===== src/rtl/paddle_widget.sv =====
// paddle_widget: switch-driven vertical paddle sprite with per-frame ball-hit reporting.
module paddle_widget #(
  parameter logic [10:0] XPOS = 11'd40,
  parameter logic [10:0] PW = 11'd10,
  parameter logic [10:0] PH = 11'd80,
  parameter logic [10:0] STEP = 11'd4,
  parameter logic [10:0] YMAX = 11'd480,
  parameter logic [3:0] RED_C = 4'd15,
  parameter logic [3:0] GREEN_C = 4'd15,
  parameter logic [3:0] BLUE_C = 4'd15
) (
  input  logic        CLK_100MHz,
  input  logic        Reset,
  input  logic        enable,
  input  logic [10:0] X,
  input  logic [10:0] Y,
  input  logic        HBlank,
  input  logic        VBlank,
  input  logic        moveUp,
  input  logic        moveDown,
  input  logic        ballYes,
  output logic        yes,
  output logic [3:0]  red,
  output logic [3:0]  green,
  output logic [3:0]  blue,
  output logic        hit,
  output logic [7:0]  hitCount
);
  localparam logic [10:0] Y0 = (YMAX - PH) >> 1;
  logic [1:0] up_s, dn_s;
  logic up_u, up_d, vb_q, vbr, pin, hit_f;
  logic [10:0] pos_y, disp_y, nxt_y;
  logic [11:0] pos_w, disp_w, x_w, y_w;
  assign up_u = up_s[1];
  assign up_d = dn_s[1];
  assign vbr = VBlank & ~vb_q;
  assign pos_w = {1'b0, pos_y};
  assign disp_w = {1'b0, disp_y};
  assign x_w = {1'b0, X};
  assign y_w = {1'b0, Y};
  // 12-bit compares keep pos+PH+STEP and edge sums from wrapping
  always_comb begin
    nxt_y = pos_y;
    if (up_u && !up_d)
      nxt_y = (pos_w >= {1'b0, STEP}) ? pos_y - STEP : '0;
    else if (up_d && !up_u)
      nxt_y = (pos_w + {1'b0, PH} + {1'b0, STEP} <= {1'b0, YMAX}) ? pos_y + STEP : YMAX - PH;
  end
  assign pin = (x_w >= {1'b0, XPOS}) && (x_w <= {1'b0, XPOS} + {1'b0, PW} - 12'd1) &&
               (y_w >= disp_w) && (y_w <= disp_w + {1'b0, PH} - 12'd1) && !HBlank && !VBlank;
  always_ff @(posedge CLK_100MHz) begin
    if (Reset) begin
      up_s <= '0;
      dn_s <= '0;
      vb_q <= 1'b0;
      pos_y <= Y0;
      disp_y <= Y0;
      yes <= 1'b0;
      red <= '0;
      green <= '0;
      blue <= '0;
      hit <= 1'b0;
      hit_f <= 1'b0;
      hitCount <= '0;
    end else begin
      up_s <= {up_s[0], moveUp};
      dn_s <= {dn_s[0], moveDown};
      vb_q <= VBlank;
      if (enable) pos_y <= nxt_y;
      if (vbr) disp_y <= pos_y;
      yes <= pin;
      red <= pin ? RED_C : '0;
      green <= pin ? GREEN_C : '0;
      blue <= pin ? BLUE_C : '0;
      hit <= vbr & hit_f;
      if (vbr && hit_f && hitCount != 8'hff) hitCount <= hitCount + 8'd1;
      hit_f <= vbr ? 1'b0 : (hit_f | (pin & ballYes));
    end
  end
endmodule


===== config.mk =====
export PLATFORM = sky130hd
export DESIGN_NAME = paddle_widget
export DESIGN_NICKNAME = d
export VERILOG_FILES = /design/src/rtl/paddle_widget.sv
export SDC_FILE = /design/constraint.sdc
export NUM_CORES = 1
export LEC_CHECK = 0
export ABC_CLOCK_PERIOD_IN_PS = 5200
export BUFFER_PORTS_ARGS = -buffer_cell sky130_fd_sc_hd__buf_4
export CAP_MARGIN = 20
export CORE_MARGIN = 5
export CORE_UTILIZATION = 55
export DETAILED_ROUTE_END_ITERATION = 16
export HOLD_SLACK_MARGIN = 0.06
export PLACE_DENSITY_LB_ADDON = 0.15
export SLEW_MARGIN = 15
export SYNTH_ARGS = -nofsm -noshare
export SYNTH_HDL_FRONTEND = slang
export SYNTH_SLANG_ARGS = --single-unit

===== constraint.sdc =====
create_clock -name CLK_100MHz -period 5.2 [get_ports CLK_100MHz]
set_input_delay 0.26 -clock CLK_100MHz [delete_from_list [all_inputs] [get_ports CLK_100MHz]]
set_output_delay 0.26 -clock CLK_100MHz [all_outputs]
set_load 0.1 [all_outputs]

Yosys cells after proc, flatten, opt, wreduce, memory -nomap -nowiden
Index checks and enable logic that the tools add are counted.
Widths: inputs -> output; s select.
- register bits after elaboration: 42
- input bits: 30
- output and inout bits: 22
- logic and storage cells: 50
- add/sub/neg operators: 7
- $lt $le $gt $ge: 6
- eq/ne operators: 1
- mux-type cells: 5
- bitwise gates (word level): 5
- reductions and logical operators: 16
- operator list (kind ; number):
    $mux 11 ; 4
    $add 11x7->12 const B ; 2
    $add 12x3->12 const B ; 1
    $le 11x12->1 ; 1
    $le 12x9->1 const B ; 1
    $sub 12x1->12 const B ; 1
    $add 11x3->11 const B ; 1
    $ge 11x11->1 ; 1
    $ge 11x3->1 const B ; 1
    $ge 11x6->1 const B ; 1
    $le 11x6->1 const B ; 1
    $sub 11x3->11 const B ; 1
    $logic_and 1x1->1 ; 9
    $add 8x1->8 const B ; 1
    $ne 8x8->1 const B ; 1
    $logic_not 1->1 ; 4
    $mux 4 ; 1
    $and 1x1->1 ; 3
    $reduce_and 2->1 ; 1
    $reduce_bool 2->1 ; 1
    $reduce_or 2->1 ; 1
    $not 1->1 ; 1
    $or 1x1->1 ; 1

Logic depth before layout (Yosys ltp)
- depth in word-level cells: 8
- depth in mapped cells: 12
- depth with buffers taken out: 12

Worst setup path after synthesis
No wires, ideal clock.
- path kind: register to register
- start point: register hitCount[0]
- end point: register hitCount[5]
- setup time: 128 ps
- data arrival time: 2203 ps
- data required time: 5072 ps
- setup slack: 2869 ps
- stages on the path, launching flop included: 7
- path buffers: 0
- clock period less this slack: 2331 ps
- path through: dfxtp_1 ha_1 nand3_1 o211ai_1 nor3_1 xnor2_1 nor2_1
- word-level cells in the longest chain between the ends: 2
- elaborated cells between the ends (all ways): 3
- those cells by class: add/sub: 1; eq/ne: 1; reduce/logical: 1
- ends and longest elaborated chain (what ; RTL line ; source):
    start: declaration ; 27 ; output logic [7:0] hitCount
    start signal: assignment ; 76 ; if (vbr && hit_f && hitCount != 8'hff) hitCount <= hitCount + 8'd1;
    parallel branches: the longest is 2 deep, another holds $add 8x1->8 ; - ;
Several ways; the timed one is not identified.
A chain may end at the register's enable or synchronous reset.

Final worst setup path
- start point: register disp_y[2]
- end point: register hit_f
- word-level cells in the longest chain between the ends: 8
- elaborated cells between the ends (all ways): 10
- those cells by class: add/sub: 2; order compare: 2; bitwise: 2; reduce/logical: 4
- ends and longest elaborated chain (what ; RTL line ; source):
    start: declaration ; 32 ; logic [10:0] pos_y, disp_y, nxt_y;
    start signal: assignment ; 70 ; if (vbr) disp_y <= pos_y;
    $add 11x7->12 ; 50 ; (y_w >= disp_w) && (y_w <= disp_w + {1'b0, PH} - 12'd1) && !HBlank && !VBlank;
    $sub 12x1->12 ; 50 ;
    $le 11x12->1 ; 50 ;
    $logic_and 1x1->1 * (3 in series) ; 50 ;
    $and 1x1->1 * ; 77 ; hit_f <= vbr ? 1'b0 : (hit_f | (pin & ballYes));
    $or 1x1->1 * ; 77 ;
    end signal: assignment ; 77 ;
    end: declaration ; 31 ; logic up_u, up_d, vb_q, vbr, pin, hit_f;
Mark *: on every way between the ends. The rest lies on a longest branch, timed or not.

==> results.yml <==
sta:
  rsz0062_at_grt: "false"
  max_freq_mhz: 385
  period_share: 0.499
  finalClockSkew_ns: 0.00766
  tns_ns: 0
  slew_viol_final: 0
  setup_violations: 0
  relSlewSlack: 0.511
  timing_hold_violations_final: 0
  finalCriticalPeriod_ns: 2.60
  tightestPinTransition_ns: 0.732
pwr:
  powerDensity_nw_per_um2: 196
  p_leak_nw: 1.15
  power_uw: 545
  ir_worst_vdd_mv: 0.170
setup_path:
  crit_family: "compound AO/OA/AOI/OAI gates"
  worstPathRequired_ns: 5.41
  crit_chain: "inv_1, ha_1, nor3_1, o21ai_0, nor2_1, xnor2_1, ha_1, inv_1, o41a_1, o41ai_1, o2111ai_1, a21oi_1"
  r2r_setup_slack_ns: 2.60
  startpoint_type: "flop"
  crit_path_max_incr_delay_ns: 0.41
  timing.critical_path.to_type: "flop"
  cp_max_fo: 4
  path_buf_inv: 2
  slowest_stage: "o41a_1"
  cp.arrival_ns: 2.81
  crit_type: "flop to flop"
die:
  rows: 24
  dieArea_um2: 5870
  fp.dieH_um: 76.6
  start_util: 0.564
  die_w_um: 76.6
  io_pins: 52
  core_um2: 4320
logic_synthesis:
  ys_ff_latch: 34
  yosysSeqAreaShare: 0.279
  synth_common_cells: "34 x dfxtp_1, 29 x nand2_1, 25 x ha_1, 23 x a21oi_1, 23 x nor2_1"
  synth_most_common_cell: "dfxtp_1"
  synth_area_per_cell_um2: 8.18
  synth_area_um2: 2440
  synth_cell_type_count: 56
  async_reset_ff_frac: 0
  synth_fp_nets: 353
  yosys_warnings: 0
  yosys.area.top_type: "dfxtp_1"
  synth_top_area_frac: 0.279
  synth-edff-count: 0
  syn_inst: 298
  ys.flop_type: "dfxtp_1"
  synthTopCellsByArea: "dfxtp_1 28%, ha_1 13%, a21oi_1 4.7%"
global_routing:
  grt_pass1_vias: 1997
  grt_util_all_layers: 0.179
  grt.overflow.total: 0
  use_met2: 0.297
  top_usage_layer: "met2"
  grt_use_met1: 0.217
  grt_pass1_wl_mm: 8.79
  antenna_found_initial: 0
  grt_max_degree: 30
  grtUsageMet3: 0.0520
layout:
  drive_gt1_frac: 0.207
  area_delta_synth_final_pct: 14.2
  nNetsFinal: 383
  fillers: 402
  fin_cells: 380
  fin_util: 0.644
  antenna_cells: 0
route:
  wl_per_cell_um: 13.7
  vias: 2131
  totalWireLength_mm: 5.21
  drt_iter0_drc: 58
  drc_errors: 0
  first_pass_iters: 4
  ant_nets: 0
  avgViaCountPerCell: 5.61
clock_tree:
  cts_resized: 0
  clockRootBuffer: "clkbuf_8"
  post_cts_buffers: 0
  clk_latency_ns: 0.28
  cts_buffers: 5
  hold_buffers: 0
  htreeDepth: 2
  cts_tree: "built"
  clkTransAtPathRegs_ns: 0.07
  clock_path_buffers: 2
  clock-sinks: 34
flow_run:
  drv_cap: 0
hold_path:
  hp-class: "input port to flop"
placed_design:
  numPortBuffers: 50
  dp.cells: 373
  gp_congestion: 0.839
  dp_hpwl_mm: 3.92
status:
  outcome: "finished, final reports clean"
==> worst register-to-register path, cell delays in order (launching register included) <==
cell and delay, ns:
dfxtp_1 0.38, inv_1 0.09, ha_1 0.22, nor3_1 0.24, o21ai_0 0.19, nor2_1 0.16
xnor2_1 0.08, ha_1 0.29, inv_1 0.04, o41a_1 0.41, o41ai_1 0.09, o2111ai_1 0.17
a21oi_1 0.16
==> cells by family (layout without fill, tap and decap cells) <==
group,count (synthesis),after routing,share of synthesized area
AOI/OAI and AO/OA,64,64,0.179
xor gates and xnor gates,13,13,0.0467
adders and majority gates,25,25,0.128
buffers and inverters,45,75,0.0985
DFF,34,34,0.279
muxes,5,5,0.0221
and+or+nand+nor,112,112,0.246
==> flip-flops by register name, indices dropped and copies added (netlist names) <==
register,flops
hit,1
hit_f,1
blue,1
disp_y,9
up_s,2
vb_q,1
dn_s,2
hitCount,8
pos_y,9
==> report_power, final <==
part | total (mW) | switching [mW] | internal [mW]
logic | 0.0909 | 0.0474 | 0.0435
clock network | 0.179 | 0.0894 | 0.0897
registers | 0.275 | 0.00820 | 0.266
==> path summary, 6_finish.rpt <==
kind | startpoint | end | cells past startpoint
worst max register to register | disp_y[2]$_SDFFE_PP0P_ | hit_f$_SDFF_PP0_ | 12
worst min register to register | dn_s[0]$_SDFF_PP0_ | dn_s[1]$_SDFF_PP0_ | 1
worst min-delay path | moveDown | dn_s[0]$_SDFF_PP0_ | 2
worst max-delay path | disp_y[2]$_SDFFE_PP0P_ | hit_f$_SDFF_PP0_ | 12
==> area by class of cell <==
type / count / area [um2] / share of cell area
inverters: 18 / 67.6 / 0.0243
clock inverters: 2 / 10.0 / 0.00359
clock buffers: 5 / 68.8 / 0.0247
flip-flops and latches: 34 / 681 / 0.244
multi-input cells: 219 / 1520 / 0.545
well taps: 52 / 65.1 / 0.0234
repair buffers: 50 / 375 / 0.135
==> per-stage QoR <==
step                setup slack [ns]  instance area (um2)  hold slack (ns)
floorplan                       2.87                 2440            0.388
CTS                             2.55                 2790            0.188
finish                          2.60                 2790            0.202
detailed placement              2.56                 2710            0.427
global placement                2.65                 2710            0.417
global route                    2.39                 2790            0.205
==> layer usage <==
metal,part of all wire,vias to the layer above,wire [um]
met5,0,-,0
met4,0.014,0,74
met3,0.053,8,277
met2,0.48,52,2490
met1,0.45,962,2360
li1,-,1109,-
==> layout by cell type, fill, tap and decap left out, drive strengths merged, types with 3 or more instances in the layout <==
| cell | netlist | layout |
|---|---|---|
| nor2b | 8 | 8 |
| nand3 | 9 | 9 |
| nand2 | 29 | 29 |
| mux2 | 3 | 3 |
| a211oi | 3 | 3 |
| nand4 | 5 | 5 |
| nor4 | 5 | 5 |
| inv | 18 | 18 |
| o21ai | 9 | 9 |
| nor3b | 3 | 3 |
| nor2 | 23 | 23 |
| a31oi | 5 | 5 |
| a21oi | 23 | 23 |
| a2111oi | 3 | 3 |
| o211ai | 7 | 7 |
| ha | 25 | 25 |
| nor3 | 13 | 13 |
| or2 | 3 | 3 |
| clkbuf | 7 | 5 |
| nand2b | 5 | 5 |
| buf | 20 | 50 |
| xnor2 | 11 | 11 |
| dfxtp | 34 | 34 |
Note: power is estimated with default switching activity, not from simulation.
